## config.mk

```make
export PLATFORM = sky130hd
export DESIGN_NAME = fifo_wr_ctrl
export DESIGN_NICKNAME = d
export VERILOG_FILES = /design/src/rtl/fifo_wr_ctrl.sv
export SDC_FILE = /design/constraint.sdc
export NUM_CORES = 1
export LEC_CHECK = 0
export BUFFER_PORTS_ARGS = -buffer_cell sky130_fd_sc_hd__buf_2
export CAP_MARGIN = 20
export CORE_AREA = 4 4 70 85
export CTS_BUF_LIST = sky130_fd_sc_hd__clkbuf_4
export DETAILED_ROUTE_END_ITERATION = 10
export DIE_AREA = 0 0 74 89
export GPL_ROUTABILITY_DRIVEN = 0
export GPL_TIMING_DRIVEN = 0
export PLACE_DENSITY = 0.75
export SLEW_MARGIN = 25
export SYNTH_ARGS = -nofsm -noshare
export SYNTH_HDL_FRONTEND = slang
export SYNTH_SLANG_ARGS = --single-unit
```

## constraint.sdc

```tcl
create_clock -name wclk -period 1.82 [get_ports wclk]
set_input_delay 0.091 -clock wclk [delete_from_list [all_inputs] [get_ports wclk]]
set_output_delay 0.091 -clock wclk [all_outputs]
set_load 0.03 [all_outputs]
```

## src/rtl/fifo_wr_ctrl.sv

```systemverilog
// Write-side burst controller for the asynchronous FIFO: accepts burst descriptors,
// negotiates the write grant with fifo_ack and streams words into the dual-port memory.
module fifo_wr_ctrl #(
    parameter int ADDRSIZE = 10,
    parameter int DATASIZE = 8
) (
    input  logic                wclk,
    input  logic                wrst,
    input  logic                req_valid,
    output logic                req_ready,
    input  logic [ADDRSIZE:0]   req_len,
    input  logic [1:0]          req_idle,
    input  logic [DATASIZE-1:0] din,
    output logic                din_rdy,
    input  logic                wack,
    input  logic                wfull,
    output logic                wen,
    output logic [1:0]          widle,
    output logic                winc,
    output logic [ADDRSIZE-1:0] waddr,
    output logic [DATASIZE-1:0] wdata,
    output logic [ADDRSIZE:0]   wptr,
    output logic [ADDRSIZE:0]   wgray,
    output logic                busy,
    output logic                done
);

    typedef enum logic [2:0] {
        ST_IDLE  = 3'd0,
        ST_REQ   = 3'd1,
        ST_WRITE = 3'd2,
        ST_GAP   = 3'd3,
        ST_DONE  = 3'd4
    } state_t;

    localparam logic [ADDRSIZE:0] ONE_W = {{ADDRSIZE{1'b0}}, 1'b1};

    function automatic logic [ADDRSIZE:0] bin2gray(input logic [ADDRSIZE:0] bin);
        return bin ^ (bin >> 1);
    endfunction

    state_t              state_q, state_d;
    logic [ADDRSIZE:0]   remaining_q, remaining_d;
    logic [1:0]          widle_q, widle_d;
    logic [1:0]          gap_q, gap_d;
    logic [ADDRSIZE:0]   wptr_q, wptr_d;
    logic [ADDRSIZE:0]   wgray_q;
    logic                write_s;
    logic                req_ready_s;
    logic                wen_s;
    logic                busy_s;
    logic                done_s;

    // State register and write pointers; reset abandons any burst in flight.
    always_ff @(posedge wclk) begin
        if (wrst) begin
            state_q     <= ST_IDLE;
            remaining_q <= '0;
            widle_q     <= 2'd0;
            gap_q       <= 2'd0;
            wptr_q      <= '0;
            wgray_q     <= '0;
        end else begin
            state_q     <= state_d;
            remaining_q <= remaining_d;
            widle_q     <= widle_d;
            gap_q       <= gap_d;
            wptr_q      <= wptr_d;
            wgray_q     <= bin2gray(wptr_d);
        end
    end

    // Next-state and output decode; a write needs the grant and a non-full FIFO.
    always_comb begin
        state_d     = state_q;
        remaining_d = remaining_q;
        widle_d     = widle_q;
        gap_d       = gap_q;
        wptr_d      = wptr_q;
        write_s     = 1'b0;
        req_ready_s = 1'b0;
        wen_s       = 1'b0;
        busy_s      = 1'b0;
        done_s      = 1'b0;
        case (state_q)
            ST_IDLE: begin
                req_ready_s = 1'b1;
                if (req_valid) begin
                    remaining_d = (req_len == '0) ? ONE_W : req_len;
                    widle_d     = req_idle;
                    state_d     = ST_REQ;
                end else begin
                    state_d = ST_IDLE;
                end
            end
            ST_REQ: begin
                wen_s  = 1'b1;
                busy_s = 1'b1;
                if (wack) begin
                    state_d = ST_WRITE;
                end else begin
                    state_d = ST_REQ;
                end
            end
            ST_WRITE: begin
                wen_s  = 1'b1;
                busy_s = 1'b1;
                if (wack && !wfull) begin
                    write_s     = 1'b1;
                    remaining_d = remaining_q - ONE_W;
                    wptr_d      = wptr_q + ONE_W;
                    if (remaining_q == ONE_W) begin
                        state_d = ST_DONE;
                    end else if (widle_q == 2'd0) begin
                        state_d = ST_WRITE;
                    end else begin
                        gap_d   = widle_q - 2'd1;
                        state_d = ST_GAP;
                    end
                end else begin
                    state_d = ST_WRITE;
                end
            end
            ST_GAP: begin
                wen_s  = 1'b1;
                busy_s = 1'b1;
                if (gap_q == 2'd0) begin
                    state_d = ST_WRITE;
                end else begin
                    gap_d   = gap_q - 2'd1;
                    state_d = ST_GAP;
                end
            end
            ST_DONE: begin
                done_s  = 1'b1;
                state_d = ST_IDLE;
            end
            default: begin
                state_d = ST_IDLE;
            end
        endcase
    end

    assign req_ready = req_ready_s;
    assign wen       = wen_s;
    assign busy      = busy_s;
    assign done      = done_s;
    assign winc      = write_s;
    assign din_rdy   = write_s;
    assign wdata     = write_s ? din : '0;
    assign waddr     = wptr_q[ADDRSIZE-1:0];
    assign wptr      = wptr_q;
    assign wgray     = wgray_q;
    assign widle     = widle_q;

endmodule

```

## Yosys cells after proc, flatten, opt, wreduce, memory -nomap -nowiden

Cells that the tools add are included.

| word-level totals | value |
|---|---|
| register bits | 40 |
| input bits | 26 |
| output and inout port bits | 48 |
| logic and storage cells | 57 |

| cells by class | value |
|---|---|
| add/subtract/negate cells | 4 |
| eq/ne operators | 10 |
| muxes and demuxes | 24 |
| bitwise logic cells | 1 |
| reductions and logical operators | 12 |

Operators with widths:

| kind | number |
|---|---|
| $mux W11 | 5 |
| $pmux W11 S2 | 1 |
| $pmux W3 S4 | 1 |
| $add A11 B1 Y11 const B | 1 |
| $eq A11 B1 Y1 const B | 1 |
| $logic_not A11 Y1 | 1 |
| $sub A11 B1 Y11 const B | 1 |
| $xor A11 B10 Y11 | 1 |
| $mux W2 | 5 |
| $ne A2 B2 Y1 const B | 5 |
| $mux W1 | 8 |
| $mux W8 | 1 |
| $eq A3 B2 Y1 const B | 2 |
| $mux W3 | 2 |
| $reduce_and A5 Y1 | 1 |
| $logic_not A2 Y1 | 2 |
| $pmux W2 S2 | 1 |
| $reduce_bool A2 Y1 | 2 |
| $sub A2 B1 Y2 const B | 2 |
| $eq A3 B1 Y1 const B | 1 |
| $eq A3 B3 Y1 const B | 1 |
| $logic_not A3 Y1 | 1 |
| $reduce_and A3 Y1 | 1 |
| $reduce_or A3 Y1 | 1 |
| other kinds (3) | 3 |

## Depth between registers and ports, before layout

| depth | value |
|---|---|
| depth in word-level cells | 5 |
| mapped depth | 8 |

## Least setup slack after synthesis

OpenSTA, ideal clock, no wires.

| timing path | value |
|---|---|
| path type | reg-to-reg |
| from | reg wptr_q[5] (netlist: wptr[5]) |
| to | reg wgray_q[8] (netlist: wgray[8]) |
| setup time | 114 ps |
| arrival time | 1933 ps |
| data required time | 1706 ps |
| slack | -227 ps |
| stages on the path, launching flop included | 7 |
| period minus slack after synthesis | 2047 ps |
| cell sequence | dfxtp_1 clkbuf_1 nand4_1 nor4_2 xnor2_1 xnor3_1 and2b_1 |

| between the ends | value |
|---|---|
| word-level cells in the longest chain between the ends | 4 |

RTL lines:

| item | line | source |
|---|---|---|
| from (decl) | 46 | `logic [ADDRSIZE:0] wptr_q, wptr_d;` |
| from (signal assigned) | 68 | `wptr_q <= wptr_d;` |
| $add A11 B1 Y11 | 111 | `wptr_d = wptr_q + ONE_W;` |
| $mux W11 | 108 | `if (wack && !wfull) begin` |
| $mux W11 | 85 | `case (state_q)` |
| $xor A11 B10 Y11 | 39 | `return bin ^ (bin >> 1);` |
| to (signal assigned) | 69 | `wgray_q <= bin2gray(wptr_d);` |
| to (decl) | 47 | `logic [ADDRSIZE:0] wgray_q;` |

Every way passes these cells.
A chain may end at the register's enable or synchronous reset.

## Worst setup path after layout

| timing path | value |
|---|---|
| from | reg state_q[2] |
| to | reg wgray_q[6] (netlist: wgray[6]) |

| between the ends | value |
|---|---|
| word-level cells in the longest chain between the ends | 3 |

RTL lines:

| item | line | source |
|---|---|---|
| from (decl) | 42 | `state_t state_q, state_d;` |
| from (signal assigned) | 64 | `state_q <= state_d;` |
| $eq A3 B2 Y1 | 85 |  |
| $mux W11 | 85 |  |
| $xor A11 B10 Y11 | 39 |  |

Every way passes these cells.

==> results.sh <==
export IMPL_run_status="finished, violations left"
export IMPL_failed_checks="negative setup slack"
export IMPL_slowest_stage="or3b_4"
export IMPL_synth_top_area_share=0.3228
export IMPL_start_kind="flip-flop"
export IMPL_yosysWarnings=0
export IMPL_io_pins=74
export IMPL_path_cells="or3b_4 > buf_8 > nor2_4 > buf_6 > o21ai_4 > a22oi_2 > mux2_4"
export IMPL_worst_slack_ps=-55.65
export IMPL_drt_pass1_iter_count=4
export IMPL_reg2regPathDepth=7
export IMPL_route_antenna_remaining_nets=0
export IMPL_cts_buffers=5
export IMPL_clk_pin_slew_worst_paths_ps=110
export IMPL_synth_common_cells="nor2_1 (48), dfxtp_1 (39), a21oi_1 (14), buf_4 (14), nand2_1 (14)"
export IMPL_layout_worst_path_cycle_share=1.031
export IMPL_hold_viol=0
export IMPL_antenna_found_initial=0
export IMPL_rsz0062_at_grt="true"
export IMPL_synth_edff_count=0
export IMPL_rows=29
export IMPL_ys_flop_type="dfxtp_1"
export IMPL_hold_depth=3
export IMPL_cts_tree="done"
export IMPL_nets=422
export IMPL_synth_distinct_cells=61
export IMPL_leakagePower_nw=1.524
export IMPL_grt_max_degree=13
export IMPL_fin_tns_setup_ps=-122.7
export IMPL_avgSynthCellArea_um2=8.171
export IMPL_syn_area_um2=2419
export IMPL_powerDensity_nw_per_um2=547.4
export IMPL_setup_viol=3
export IMPL_grt_pass1_vias=2368
export IMPL_pre_cts_ws_ps=-153.9
export IMPL_core_area_um2=5189
export IMPL_cp_required_ps=2080
export IMPL_die_h_um=89
export IMPL_synth_async_sr_flop_share=0
export IMPL_antenna_cells=0
export IMPL_drive_gt1_frac=0.3985
export IMPL_post_synth_top_count_cell="nor2_1"
export IMPL_end_kind="flip-flop"
export IMPL_overflow=0
export IMPL_htreeDepth=2
export IMPL_post_dp_hpwl_um=4428
export IMPL_portBuffers=73
export IMPL_ir_worst_vdd_uv=389.3
export IMPL_cts_root_buf="clkbuf_4"
export IMPL_syn_to_final_growth_pct=35.18
export IMPL_max_stage_delay_ps=430
export IMPL_wire_per_inst_um=13.98
export IMPL_period_needed_ps=1876
export IMPL_synth_fp_nets=325
export IMPL_insertion_delay_ps=360
export IMPL_fmax_ghz=0.5331
export IMPL_cp_data_arrival_time_ps=2130
export IMPL_cts_sinks=39
export IMPL_relSlewSlack=0.6379
export IMPL_drt_wl_total_um=6377
export IMPL_grt_pass1_wl_um=10320
export IMPL_drv_slew=0
export IMPL_drc=0
export IMPL_cts_buffer_depth=2
export IMPL_vias=2507
export IMPL_start_util=0.4661
export IMPL_cp_max_fo=6
export IMPL_hp_class="input port to flip-flop"
export IMPL_die_width_um=74
export IMPL_die_area_um2=6586
export IMPL_grtUsageTotal=0.1977
export IMPL_synthCells=296
export IMPL_viasPerCell=5.498
export IMPL_synth_area_leader_cell="dfxtp_1"
export IMPL_drt_iter0_markers=162
export IMPL_synthTopCellsByArea="dfxtp_1 (32%), nor2_1 (7.4%), buf_4 (4.3%)"
export IMPL_skew_ps=10.23
export IMPL_ys_ff_latch=39
export IMPL_tightest_slew_ps=543.1
export IMPL_criticalPathCategory="flip-flop to flip-flop"
export IMPL_drv_cap=0
export IMPL_ys_seq_area_frac=0.3228
## cells by family after synthesis
| family | share of synthesized area |
|---|---|
| AND/OR/NAND/NOR | 0.2861 |
| AO/OA/AOI/OAI | 0.1687 |
| buffers and inverters | 0.09363 |
| flip-flops | 0.3228 |
| XOR/XNOR | 0.07812 |
| multiplexers | 0.03518 |
| adder cells (fa/ha/maj) | 0.01552 |
## path summary, 6_finish.rpt
path | to | start | slack (ps)
max | wgray[6] | state_q[2] | -60
min | state_q[1] | wack | 30
max reg2reg | wgray[6] | state_q[2] | -60
min reg2reg | remaining_q[10] | remaining_q[10] | 490
## layer usage
layer	GRT usage	wire length [um]
met2	0.3516	3266
met3	0.04049	432
met4	0.09555	147
met5	0	0
met1	0.2224	2531
## layout make-up
| type | instances | area (um^2) |
|---|---|---|
| plain buffers | 30 | 231.5 |
| clock buffers | 6 | 45.04 |
| clock inverters | 2 | 8.758 |
| fillers | 457 | 1919 |
| inverters | 6 | 22.52 |
| multi-input cells | 218 | 1520 |
| flip-flops and latches | 39 | 813.3 |
| well taps | 62 | 77.57 |
| repair buffers | 93 | 550.5 |
## cell usage in the layout (no fill, tap or decap), types with 6 or more instances in the layout
cell      count
xor2_1        8
and3_1        7
a21oi_1      14
clkbuf_4      9
nor3_1        8
dfxtp_4       8
o21ai_0      10
nand2_1      14
buf_6         8
dfxtp_1      29
buf_4        35
nor2b_1       6
xnor2_1       9
buf_2        65
nand3_1       8
nor2_1       48
inv_1         6
## registers in the layout (all words and copies together) (netlist names)
name         cells
wgray           10
gap_q            2
widle            2
state_q          3
wptr            11
remaining_q     11
## report_power, final
group,internal (mW),total (mW),leakage [nW],switching (mW)
Sequential,0.877,0.923,0.324,0.0461
Clock,0.160,0.459,0.0331,0.298
Combinational,0.183,0.408,1.17,0.226
Total,1.22,1.79,1.52,0.570
## what timing repair did
item / in CTS / in global routing
setup endpoints to repair: 18 / 33
pin swaps: 7 / 6
cloned: 0 / 0
hold buffers: 2 / 0
resized for setup: 28 / 26
setup buffers: 11 / 7
hold endpoints to repair: 2 / 0
## worst max-delay path, delay by kind of cell (launching register included)
family	cells	cell delay, ps
AND/OR/NAND/NOR	2	540
flip-flops	1	380
multiplexers	1	310
buffers and inverters	2	300
AO/OA/AOI/OAI	2	250
## stage by stage
stage | power [mW] | utilization | instances | hold slack (ps) | cell area [um^2]
after global routing | 1.879 | 0.6301 | 456 | 50.32 | 3269
after CTS | 1.771 | 0.6043 | 451 | 20.37 | 3136
after floorplan | 1.193 | - | 296 | 221.2 | 2456
final | 1.790 | 0.6301 | 456 | 30.31 | 3269
after detailed placement | 1.299 | 0.5587 | 431 | 333.9 | 2899
after global placement | 1.291 | 0.5587 | 431 | 326.7 | 2899
Power figures use the tool's default switching activity.
